<file path="src/rtl/csr_bank_param.sv">
// Parametrised CSR slave on the Sir register bus: NUM_REG 32-bit registers, each RW,
// self-clearing pulse or sticky W1C status. Two-stage pipeline gives an ack two cycles after SirSel.
module csr_bank_param #(
   parameter int                    SLAVE_SIZE  = 16,
   parameter logic [SLAVE_SIZE-1:0] BASE_ADDR   = 16'h3000,
   parameter int                    NUM_REG     = 8,
   parameter logic [NUM_REG-1:0]    PULSE_MASK  = '0,
   parameter logic [NUM_REG-1:0]    STICKY_MASK = '0,
   parameter logic [31:0]           INIT_VALUE  = 32'h0,
   parameter int                    PULSE_LEN   = 4
) (
   input  logic                    clk,
   input  logic                    rst,
   input  logic [SLAVE_SIZE-1:0]   SirAddr,
   input  logic                    SirRead,
   input  logic [31:0]             SirWdat,
   input  logic                    SirSel,
   output logic                    SirDack,
   output logic [31:0]             SirRdat,
   output logic [32*NUM_REG-1:0]   ctrl_q,
   output logic [NUM_REG-1:0]      pulse_out,
   input  logic [32*NUM_REG-1:0]   sts_in,
   output logic                    irq
);

   localparam int          IDX_W  = (NUM_REG > 1) ? $clog2(NUM_REG) : 1;
   localparam logic [31:0] BASE32 = 32'(BASE_ADDR);
   localparam logic [31:0] TOP32  = BASE32 + 32'(4 * NUM_REG);

   logic [31:0]        regs [NUM_REG];
   logic [7:0]         cnt  [NUM_REG];
   logic [31:0]        view [NUM_REG];
   logic [31:0]        addr32;
   logic               hit;
   logic [IDX_W-1:0]   idx;
   logic [NUM_REG-1:0] wr_en;
   logic [31:0]        rd_val;
   logic               sticky_any;
   logic               s1_hit;
   logic               s1_read;
   logic [31:0]        s1_rdat;

   assign addr32 = 32'(SirAddr);
   assign hit    = SirSel && (SirAddr[1:0] == 2'b00) && (addr32 >= BASE32) && (addr32 < TOP32);
   assign idx    = IDX_W'((addr32 - BASE32) >> 2);

   // PULSE wins over STICKY when both mask bits are set.
   always_comb begin
      wr_en      = '0;
      rd_val     = '0;
      sticky_any = 1'b0;
      for (int i = 0; i < NUM_REG; i++) begin
         pulse_out[i] = PULSE_MASK[i] && (cnt[i] != 8'd0);
         view[i]      = PULSE_MASK[i] ? {regs[i][31:1], pulse_out[i]} : regs[i];
         wr_en[i]     = hit && !SirRead && (idx == IDX_W'(i));
         if (idx == IDX_W'(i))
            rd_val = view[i];
         if (STICKY_MASK[i] && !PULSE_MASK[i])
            sticky_any = sticky_any | (|regs[i]);
      end
   end

   for (genvar gi = 0; gi < NUM_REG; gi++) begin : g_ctrl
      assign ctrl_q[32*gi +: 32] = view[gi];
   end

   always_ff @(posedge clk) begin
      if (rst) begin
         for (int i = 0; i < NUM_REG; i++) begin
            regs[i] <= (PULSE_MASK[i] || STICKY_MASK[i]) ? 32'h0 : INIT_VALUE;
            cnt[i]  <= 8'd0;
         end
         s1_hit  <= 1'b0;
         s1_read <= 1'b0;
         s1_rdat <= '0;
         SirDack <= 1'b0;
         SirRdat <= '0;
         irq     <= 1'b0;
      end else begin
         for (int i = 0; i < NUM_REG; i++) begin
            if (PULSE_MASK[i]) begin
               if (wr_en[i])
                  regs[i] <= {SirWdat[31:1], 1'b0};
               if (wr_en[i] && SirWdat[0])
                  cnt[i] <= 8'(PULSE_LEN);
               else if (cnt[i] != 8'd0)
                  cnt[i] <= cnt[i] - 8'd1;
            end else if (STICKY_MASK[i]) begin
               // set wins: sts_in is ORed in after the clear
               regs[i] <= (regs[i] & ~(wr_en[i] ? SirWdat : 32'h0)) | sts_in[32*i +: 32];
            end else if (wr_en[i]) begin
               regs[i] <= SirWdat;
            end
         end
         s1_hit  <= hit;
         s1_read <= SirRead;
         s1_rdat <= rd_val;
         SirDack <= s1_hit;
         SirRdat <= (s1_hit && s1_read) ? s1_rdat : 32'h0;
         irq     <= sticky_any;
      end
   end

endmodule

</file>
<file path="config.mk">
export PLATFORM = sky130hd
export DESIGN_NAME = csr_bank_param
export DESIGN_NICKNAME = d
export VERILOG_FILES = /design/src/rtl/csr_bank_param.sv
export SDC_FILE = /design/constraint.sdc
export NUM_CORES = 1
export LEC_CHECK = 0
export CAP_MARGIN = 20
export CORE_AREA = 2 2 236 238
export DETAILED_ROUTE_END_ITERATION = 16
export DIE_AREA = 0 0 238 240
export PLACE_DENSITY_LB_ADDON = 0.25
export SLEW_MARGIN = 15
export SYNTH_ARGS = -nofsm -noshare
export SYNTH_HDL_FRONTEND = slang
export SYNTH_SLANG_ARGS = --single-unit
export TNS_END_PERCENT = 1
</file>
<file path="constraint.sdc">
create_clock -name clk -period 11.9 [get_ports clk]
set_clock_uncertainty 0.1 [all_clocks]
set_input_delay 2.38 -clock clk [delete_from_list [all_inputs] [get_ports clk]]
set_output_delay 2.38 -clock clk [all_outputs]
set_load 0.02 [all_outputs]
</file>
* After elaboration in Yosys (flattened, before gate mapping)
Memory sizes are Yosys's and may differ from the RTL's. Index checks and enable logic that the tools add are counted.
Cells by class: bitwise gates (word level) 9, order comparisons 2, equality and inequality tests 7, muxes and demuxes 42, reduce and logical (&&, ||, !) cells 17, add/sub/neg operators 1
Operator list (count):
- 2-to-1 mux 32 bit | 16
- 2-to-1 mux 1 bit | 26
- >= comparator 16 x 14 -> 1 bit (second input constant) | 1
- < comparator 16 x 14 -> 1 bit (second input constant) | 1
- logical AND 1 bit | 13
- == test 3 bit (second input constant) | 4
- OR 1 bit | 8
- == test 3 x 2 -> 1 bit (second input constant) | 2
- subtractor 5 x 1 -> 5 bit (second input constant) | 1
- == test 3 x 1 -> 1 bit (second input constant) | 1
- logical NOT 3 bit | 1
- logical NOT 2 bit | 1
- OR reduction 2 bit | 1
- logical NOT 1 bit | 1
- NOT 1 bit | 1
Word-level totals: memories 1, bits in registers 67, memory bits (writable) 256, input bits 308, output and inout bits 298
Memories:
- regs | depth 8, bits a word 32, read ports 8, clocked after Yosys merged registers in 0, write ports 8, line 30 | logic [31:0] regs [NUM_REG];

* Longest topological paths before layout
Gate-level depths: netlist (run 1).
word-level depth 10, gate-level depth with buffers 6, gate-level depth less buffers 3

* Worst setup path after synthesis (run 1)
No wires, ideal clock.
path type in2reg, start point input port SirAddr[9], end point memory regs[0][0] (enable), arrival 6.374 ns, stages 4, required time 11.289 ns, path slack 4.916 ns, setup time 0.511 ns, cells stage by stage nor4b_2 -> nand4_1 -> clkbuf_1 -> o41ai_1
RTL lines:
- from (decl) | line 14 | input logic [SLAVE_SIZE-1:0] SirAddr,
- to (decl) | line 30

==> metrics.md, run 1 <==
| Metric | Value |
|---|---|
| Path depth of the worst reg2reg path | 3 |
| PD cells | 152 mW/mm2 |
| Startpoint types | input port |
| Dpl ws | 6.04 ns |
| Vias per inst | 4.82 |
| CP top delay family | buffers and inverters |
| FP Rows | 86 |
| Syn avg cell area | 14.4 um2 |
| Wirelength per Cell | 24.2 um |
| Net Sw Frac | 0.250 |
| Die X | 238 um |
| Synth Register Bits | 323 |
| Gate power share | 0.125 |
| DRC Markers | 0 |
| Slew HR | 0.276 |
| Leak | 6.13 nW |
| Reg-to-Reg Start | s1_hit |
| Vias in the first global route | 9811 |
| # port buffers | 340 |
| Clk slew on worst S/H paths | 0.06 ns |
| Worst stage delay on the critical path | 0.58 ns |
| Ant. Diodes | 0 |
| Gpl congestion | 0.715 |
| Resized cells post-CTS | 0 |
| Hold_buf cts | 0 |
| Post-layout nets | 1549 |
| First-pass GRT wire length | 68000 um |
| Gate Count Post-Synth | 937 |
| Global route overflow | 0 |
| DR pass1 iterations | 7 |
| WP data arrival | 5.26 ns |
| Largest net degree at the start of global routing | 202 |
| Synthesis Warnings | 0 |
| Initial DRC Count | 696 |
| Internal | 2.15 mW |
| Worst setup path end | regs[0][80] |
| Top-area cell type share of the netlist area | 0.570 |
| FF-to-FF End | SirRdat[21] |
| Period Utilization, post-route | 0.436 |
| Post-route ant nets | 0 |
| HP Class | reg2reg |
| Setup violators final | 0 |
| Critical Path, Cell by Cell | buf_6 > inv_2 > buf_12 > or2_4 > buf_4 > o31ai_4 > buf_4 |
| Max Slew Vio Count | 0 |
| DIE AREA | 0.0571 mm2 |
| Setup ws final | 6.71 ns |
| Peak Freq | 0.193 GHz |
| Maxcap violations | 0 |
| Starting density of the core | 0.247 |
| Crit path max fanout | 66 |
| CTS tree | done |
| Req. time, crit path | 11.97 ns |
| Cts bufs inserted | 39 |
| Status | complete, no violations |
| Crit path time final | 5.19 ns |
| Postcts setup bufs | 0 |
| Die Y | 240 um |
| Synth area leaders | edfxtp_1, mux4_2, dfxtp_1 |
| All-Layer GR Usage | 0.163 |
| CTS sink cnt | 323 |
| Distinct cell type count after synthesis | 26 |
| Clock share of power | 0.416 |
| Number of H-tree levels | 2 |
| Core area | 0.0547 mm2 |
| CP Launch Point | SirAddr[3] |
| Top Ports | 606 |
| Netlist Area Pre-Place | 0.0135 mm2 |
| Sequential area share after synthesis | 0.670 |
| Worst-skew pair later-pin latency | 0.55 ns |
| Worst slew pin tran | 1.09 ns |
| Initial antenna violation count | 0 |
| Clock Tree Buf Depth | 3 |
| CP max stage cell | buf_4 |
| Final hold violations | 0 |
| Sequential power share | 0.459 |
| Maximum vdd drop | 0.0921 mV |
| Hpwl dp | 28900 um |
| Buf/Inv on CP | 5 |
| Flop2flop setup slack | 10.43 ns |
| Via count | 9526 |
| RSZ-0062 raised after global routing | no |
| Area grow syn2layout | 39.6% |
| Setup TNS | 0 ns |
| Clk root buf | clkbuf_16 |
| Post-Route WL | 47800 um |
| Psw | 717 uW |
| Critical path class | in2reg |
| Top cell type by total area after synthesis | edfxtp_1 |
| Most frequent cell on the critical path | buf_4 |
| Layout cells sized above 1 | 0.140 |
| Number of cells on the critical path | 7 |
| Element type at the critical path end | flop |
==> cell usage after synthesis <==
cell type and count:
edfxtp_1 256, nand2_1 128, nor4_1 118, dfxtp_1 67
mux4_2 64, nor3_1 64, clkbuf_1 50, nor2b_1 34
a21oi_1 32, and3_1 32, buf_2 19, buf_4 19
buf_6 13, nor4_2 10, buf_1 8, o41ai_1 6
nor2_1 3, nor4b_2 3, inv_1 2, o31ai_1 2
or2_1 2, and2b_1 1, clkinv_1 1, conb_1 1
nand2b_1 1, nand4_1 1
==> placed cells by master (no fill, tap or decap), types with 10 or more instances in the layout <==
| cell | instances |
|---|---|
| nor3_1 | 64 |
| and3_1 | 32 |
| clkdlybuf4s50_1 | 336 |
| clkbuf_1 | 12 |
| edfxtp_1 | 256 |
| nand2_1 | 128 |
| clkbuf_16 | 42 |
| nor4_1 | 118 |
| buf_4 | 22 |
| nor4_2 | 10 |
| dfxtp_1 | 66 |
| mux4_2 | 64 |
| nor2b_1 | 33 |
| a21oi_1 | 32 |
==> state kept, by name (all words and copies together), names as in the netlist <==
name	cells
s1_rdat	32
s1_hit	1
regs	256
SirRdat	32
SirDack	1
s1_read	1
==> per-stage QoR <==
stage	area (um2)	util	hold slack, ns	power (mW)	instances
detailed placement	17500	0.319	0.344	1.70	1901
CTS	18700	0.343	0.351	2.91	1972
finish	18800	0.344	0.349	2.87	1975
global route	18800	0.344	0.374	2.97	1975
global placement	17500	0.319	0.339	1.70	1901
floorplan	13500	-	0.337	1.52	945
==> layout make-up <==
cell class / count / area [um2]
fillers: 5299 / 35800
flip-flops and latches: 323 / 9030
clock inverters: 12 / 113
well taps: 704 / 881
repair buffers: 364 / 3650
inverters: 3 / 11.3
multi-input cells: 510 / 3970
clock buffers: 59 / 1160
==> per-layer routing <==
| metal | GRT usage | vias up | wire length, um | part of all wire |
|---|---|---|---|---|
| met2 | 0.268 | 344 | 22900 | 0.48 |
| met3 | 0.0382 | 71 | 3090 | 0.065 |
| li1 | - | 4248 | - | - |
| met1 | 0.213 | 4863 | 20700 | 0.43 |
| met4 | 0.0508 | 0 | 1090 | 0.023 |
| met5 | 0 | - | 0 | 0 |
==> logic make-up (layout without fill, tap and decap cells) <==
| logic type | after synthesis | in the layout | share of synthesized area |
|---|---|---|---|
| compound gates | 40 | 40 | 0.0169 |
| buf+inv | 112 | 438 | 0.0455 |
| flops | 323 | 323 | 0.670 |
| mux | 64 | 64 | 0.107 |
| other cells | 1 | 9 | 0.000278 |
| simple gates | 397 | 397 | 0.161 |
==> power groups by stage <==
| stage | logic, mW | clock network (mW) | registers [mW] |
|---|---|---|---|
| final | 0.359 | 1.19 | 1.32 |
| after global routing | 0.378 | 1.27 | 1.32 |
| after CTS | 0.362 | 1.23 | 1.32 |
| after detailed placement | 0.361 | 0 | 1.34 |
| after global placement | 0.361 | 0 | 1.34 |
| after floorplan | 0.118 | 0 | 1.40 |
==> how the worst min path moves through the flow <==
| stage | from | to | slack (ns) | depth (start not counted) |
|---|---|---|---|---|
| 2_1_floorplan | s1_rdat[0] | SirRdat[0] | 0.34 | 1 |
| 3_3_place_gp | s1_rdat[31] | SirRdat[31] | 0.34 | 1 |
| 3_5_place_dp | s1_rdat[18] | SirRdat[18] | 0.34 | 1 |
| 4_1_cts | s1_rdat[31] | SirRdat[31] | 0.35 | 1 |
| 5_1_grt | s1_rdat[23] | SirRdat[23] | 0.37 | 1 |
| 6_report | s1_rdat[31] | SirRdat[31] | 0.35 | 1 |
Note: power is estimated with default switching activity, not from simulation.
==> run 2, diff against run 1 <==
Settings changed: CORE_AREA 2 2 236 238 to 2 2 235 237, DIE_AREA 0 0 238 240 to 0 0 237 239.
Clock period 11.9 ns to 4.7 ns, I/O delays scaled along.
==> run 2 against run 1 <==
Compared with the run above: routed wire length grew 1.2%; register-to-register slack lost 7.3 ns; non-clock buffer count grew 4; sequential share of layout area shrank 0.16 points; core utilization grew 0.32 points; global-route usage grew 0.60 points; worst setup slack lost 5.1 ns; final area grew 0.33%; via count grew 0.84%; critical path type unchanged; critical endpoint is now regs[0][112]; highest routed layer unchanged.
==> metrics.md, run 2 (synthesis results as in run 1) <==
| Metric | Value |
|---|---|
| Status | complete, no violations |
| Largest net degree at the start of global routing | 193 |
| Peak Freq | 0.324 GHz |
| CP max stage cell | buf_4 |
| Post-layout nets | 1553 |
| Vias per inst | 4.85 |
| Leak | 6.18 nW |
| Worst-skew pair later-pin latency | 0.54 ns |
| CTS tree | done |
| Max Slew Vio Count | 0 |
| Slew HR | 0.338 |
| Via count | 9606 |
| Element type at the critical path end | flop |
| FP Rows | 86 |
| # port buffers | 340 |
| Crit path time final | 3.09 ns |
| Leading cell types in the layout, fill and taps excluded | clkdlybuf4s50_1, edfxtp_1, nand2_1 |
| Startpoint types | input port |
| Ant. Diodes | 0 |
| Max FFs per register | 256 |
| Maxcap violations | 0 |
| Initial antenna violation count | 1 |
| Wirelength per Cell | 24.5 um |
| Layout cells sized above 1 | 0.147 |
| DP Area | 0.0176 mm2 |
| Number of H-tree levels | 2 |
| Largest Register | regs |
| Critical Path, Cell by Cell | clkdlybuf4s50_1 > or2_4 > or2_4 > buf_4 > nor3_1 |
| HP Class | reg2reg |
| Post-Route WL | 48400 um |
| Buf/Inv on CP | 2 |
| All-Layer GR Usage | 0.169 |
| Postcts setup bufs | 0 |
| Dpl ws | 1.05 ns |
| First-pass GRT wire length | 69500 um |
| Clock Tree Buf Depth | 3 |
| Top Ports | 606 |
| Top Registers | regs: 256 flops, SirRdat: 32 flops, s1_rdat: 32 flops |
| Vias in the first global route | 9955 |
| Period Utilization, post-route | 0.657 |
| Worst stage delay on the critical path | 0.67 ns |
| Die X | 237 um |
| Area grow syn2layout | 40.0% |
| Cts bufs inserted | 39 |
| Setup ws final | 1.61 ns |
| Worst slew pin tran | 0.993 ns |
| Critical path class | in2reg |
| Commonest non-fill, non-tap cell in the layout | clkdlybuf4s50_1 |
| Hpwl dp | 29800 um |
| Gpl congestion | 0.726 |
| Final hold violations | 0 |
| Tot Pwr | 7.35 mW |
| CP top delay family | buffers and inverters |
| PD cells | 389 mW/mm2 |
| DIE AREA | 0.0566 mm2 |
| Clk root buf | clkbuf_16 |
| Global route overflow | 0 |
| Hold_buf cts | 0 |
| Clk slew on worst S/H paths | 0.06 ns |
| RSZ-0062 raised after global routing | no |
| Final Cell Area | 0.0189 mm2 |
| Most frequent cell on the critical path | or2_4 |
| CTS sink cnt | 323 |
| Die Y | 239 um |
| WP data arrival | 3.22 ns |
| Req. time, crit path | 4.83 ns |
| DR pass1 iterations | 5 |
| Crit path max fanout | 64 |
| Setup violators final | 0 |
| Core area | 0.0543 mm2 |
| Resized cells post-CTS | 0 |
| Post-route ant nets | 0 |
| Maximum vdd drop | 0.217 mV |
| DRC Markers | 0 |
| Initial DRC Count | 745 |
| Final core utilization | 0.347 |
| Starting density of the core | 0.248 |
-- run 2: power by group --
| group | leakage (nW) | internal [mW] | switching (mW) |
|---|---|---|---|
| Clock | 0.657 | 1.89 | 1.21 |
| Combinational | 2.53 | 0.390 | 0.524 |
| Sequential | 2.99 | 3.24 | 0.0931 |
| Total | 6.18 | 5.52 | 1.83 |
-- run 2: layout make-up --
class                           count  area [um2]
Clock inverter                     15         161
Multi-Input combinational cell    510        3970
Tap cell                          704         881
Timing Repair Buffer              368        3660
Sequential cell                   323        9030
Clock buffer                       56        1160
Inverter                            3        11.3
Fill cell                        5210       35500
-- run 2: path summary, 6_finish.rpt --
kind          startpoint           end  slack [ns]  cells after the start
max              SirRead  regs[0][112]        1.61                      5
min          s1_rdat[16]   SirRdat[16]        0.35                      1
max reg2reg       s1_hit    SirRdat[8]        3.17                      3
min reg2reg  s1_rdat[16]   SirRdat[16]        0.35                      1
-- run 2: layer usage --
layer / track usage / routed length (um) / up-vias
met4: 0.0535 / 1070 / 0
met3: 0.0423 / 3480 / 62
met1: 0.219 / 20500 / 4885
li1: - / - / 4263
met2: 0.277 / 23300 / 396
met5: 0 / 0 / -
-- run 2: per-stage QoR --
stage,hold WS [ns],setup TNS (ns),std cells
after floorplan,0.337,-160.54,945
after global placement,0.340,0,1908
after detailed placement,0.344,0,1908
after CTS,0.355,0,1979
after global routing,0.367,0,1979
final,0.355,0,1979
==> run 3, diff against run 2 <==
Clock period 4.7 ns to 2.77 ns, I/O delays scaled along.
==> run 3 against run 2 <==
Compared with the run above: clock-buffer cell count decreased by 5; worst hold slack got worse by 0.030 ns; routed wire length decreased by 0.56%; die area unchanged; sequential power increased by 70%; clock power increased by 60%.
==> metrics.md, run 3 (synthesis results as in run 1) <==
| Metric | Value |
|---|---|
| Peak Freq | 0.431 GHz |
| Final hold violations | 0 |
| Maxcap violations | 0 |
| First-pass GRT wire length | 68800 um |
| Element type at the critical path end | flop |
| Worst stage delay on the critical path | 0.41 ns |
| Area grow syn2layout | 41.4% |
| Req. time, crit path | 2.87 ns |
| Resized cells post-CTS | 0 |
| Setup violators final | 0 |
| CP max stage cell | clkdlybuf4s50_1 |
| Largest net degree at the start of global routing | 98 |
| CTS sink cnt | 323 |
| Postcts setup bufs | 0 |
| Worst-skew pair later-pin latency | 0.55 ns |
| DIE AREA | 0.0566 mm2 |
| Clock Tree Buf Depth | 3 |
| Vias per inst | 4.88 |
| Core area | 0.0543 mm2 |
| Wirelength per Cell | 24.2 um |
| Clk root buf | clkbuf_16 |
| Commonest non-fill, non-tap cell in the layout | clkdlybuf4s50_1 |
| Worst slew pin tran | 0.968 ns |
| Critical Path, Cell by Cell | clkdlybuf4s50_1 > nor4b_2 > nand4_1 > buf_12 > o41ai_4 > buf_12 |
| DRC Markers | 0 |
| Ant. Diodes | 0 |
| Placed cell count | 1913 |
| Setup ws final | 0.449 ns |
| Leading cell types in the layout, fill and taps excluded | clkdlybuf4s50_1, edfxtp_1, nand2_1 |
| RSZ-0062 raised after global routing | no |
| Non-filler instance count after layout | 1985 |
| Maximum vdd drop | 0.398 mV |
| Max Slew Vio Count | 0 |
| Leak | 6.27 nW |
| DR pass1 iterations | 5 |
| Via count | 9686 |
| Startpoint types | input port |
| Final core utilization | 0.351 |
| Status | complete, no violations |
| WP data arrival | 2.43 ns |
| Clk slew on worst S/H paths | 0.05 ns |
| Setup TNS | 0 ns |
| Layout cells sized above 1 | 0.148 |
| Top Registers | regs: 256 flops, SirRdat: 32 flops, s1_rdat: 32 flops |
| Hpwl dp | 29500 um |
| Cts bufs inserted | 40 |
| Number of H-tree levels | 2 |
| Critical path class | in2reg |
| Initial DRC Count | 684 |
| CTS tree | done |
| # port buffers | 340 |
| Crit path time final | 2.32 ns |
| Crit path max fanout | 32 |
| Largest Register | regs |
| Period Utilization, post-route | 0.838 |
| Most frequent cell on the critical path | buf_12 |
| Post-layout nets | 1559 |
| FP Rows | 86 |
| Max FFs per register | 256 |
| Top Ports | 606 |
| Die X | 237 um |
| Post-Route WL | 48100 um |
| Die Y | 239 um |
| Dpl ws | -0.162 ns |
| All-Layer GR Usage | 0.167 |
| Slew HR | 0.355 |
| HP Class | in2reg |
| Vias in the first global route | 9940 |
| Buf/Inv on CP | 3 |
| Gpl congestion | 0.758 |
| Initial antenna violation count | 1 |
| Post-route ant nets | 0 |
| PD cells | 640 mW/mm2 |
| Hold_buf cts | 0 |
| CP top delay family | buffers and inverters |
| Global route overflow | 0 |
| Starting density of the core | 0.248 |
run 3: cell count changes in the layout (fill, tap and decap cells not counted), moves of 2 or more:
cell | previous run | this run
clkinv_1 | 1 | 5
buf_4 | 26 | 17
o41ai_4 | 0 | 6
clkinv_2 | 8 | 12
clkinv_4 | 1 | 3
o41ai_2 | 6 | 0
buf_12 | 4 | 18
bufinv_16 | 3 | 1
clkbuf_8 | 8 | 3
run 3: path summary, 6_finish.rpt:
check	startpoint	to	slack, ns	cells past startpoint
worst max-delay path	SirAddr[1]	regs[1][77]	0.45	6
worst max register to register	s1_read	SirRdat[19]	1.40	1
worst min register to register	s1_rdat[5]	SirRdat[5]	0.35	1
worst min-delay path	rst	s1_rdat[0]	0.32	2
run 3: layout make-up:
| class | instances | area, um2 |
|---|---|---|
| Inverter | 3 | 11.3 |
| Clock buffer | 51 | 1090 |
| Multi-Input combinational cell | 510 | 4040 |
| Tap cell | 704 | 881 |
| Sequential cell | 323 | 9030 |
| Fill cell | 5238 | 35300 |
| Clock inverter | 21 | 135 |
| Timing Repair Buffer | 373 | 3870 |
run 3: per-layer routing:
| layer | up-vias | part of all wire | GRT usage |
|---|---|---|---|
| li1 | 4285 | - | - |
| met1 | 4908 | 0.42 | 0.215 |
| met2 | 433 | 0.48 | 0.275 |
| met3 | 58 | 0.082 | 0.0484 |
| met4 | 2 | 0.017 | 0.0412 |
| met5 | - | 0.00027 | 0 |
run 3: per-stage QoR:
step	power [mW]	instance area (um2)	hold WS [ns]
finish	12.2	19100	0.325
global placement	7.36	17800	0.338
CTS	12.4	19100	0.289
detailed placement	7.36	17800	0.344
floorplan	6.51	13600	0.337
global route	12.6	19100	0.309
run 3: where the power goes:
group | switching, mW | internal (mW)
combinational | 0.891 | 0.691
clock | 2.08 | 2.88
sequential | 0.159 | 5.50
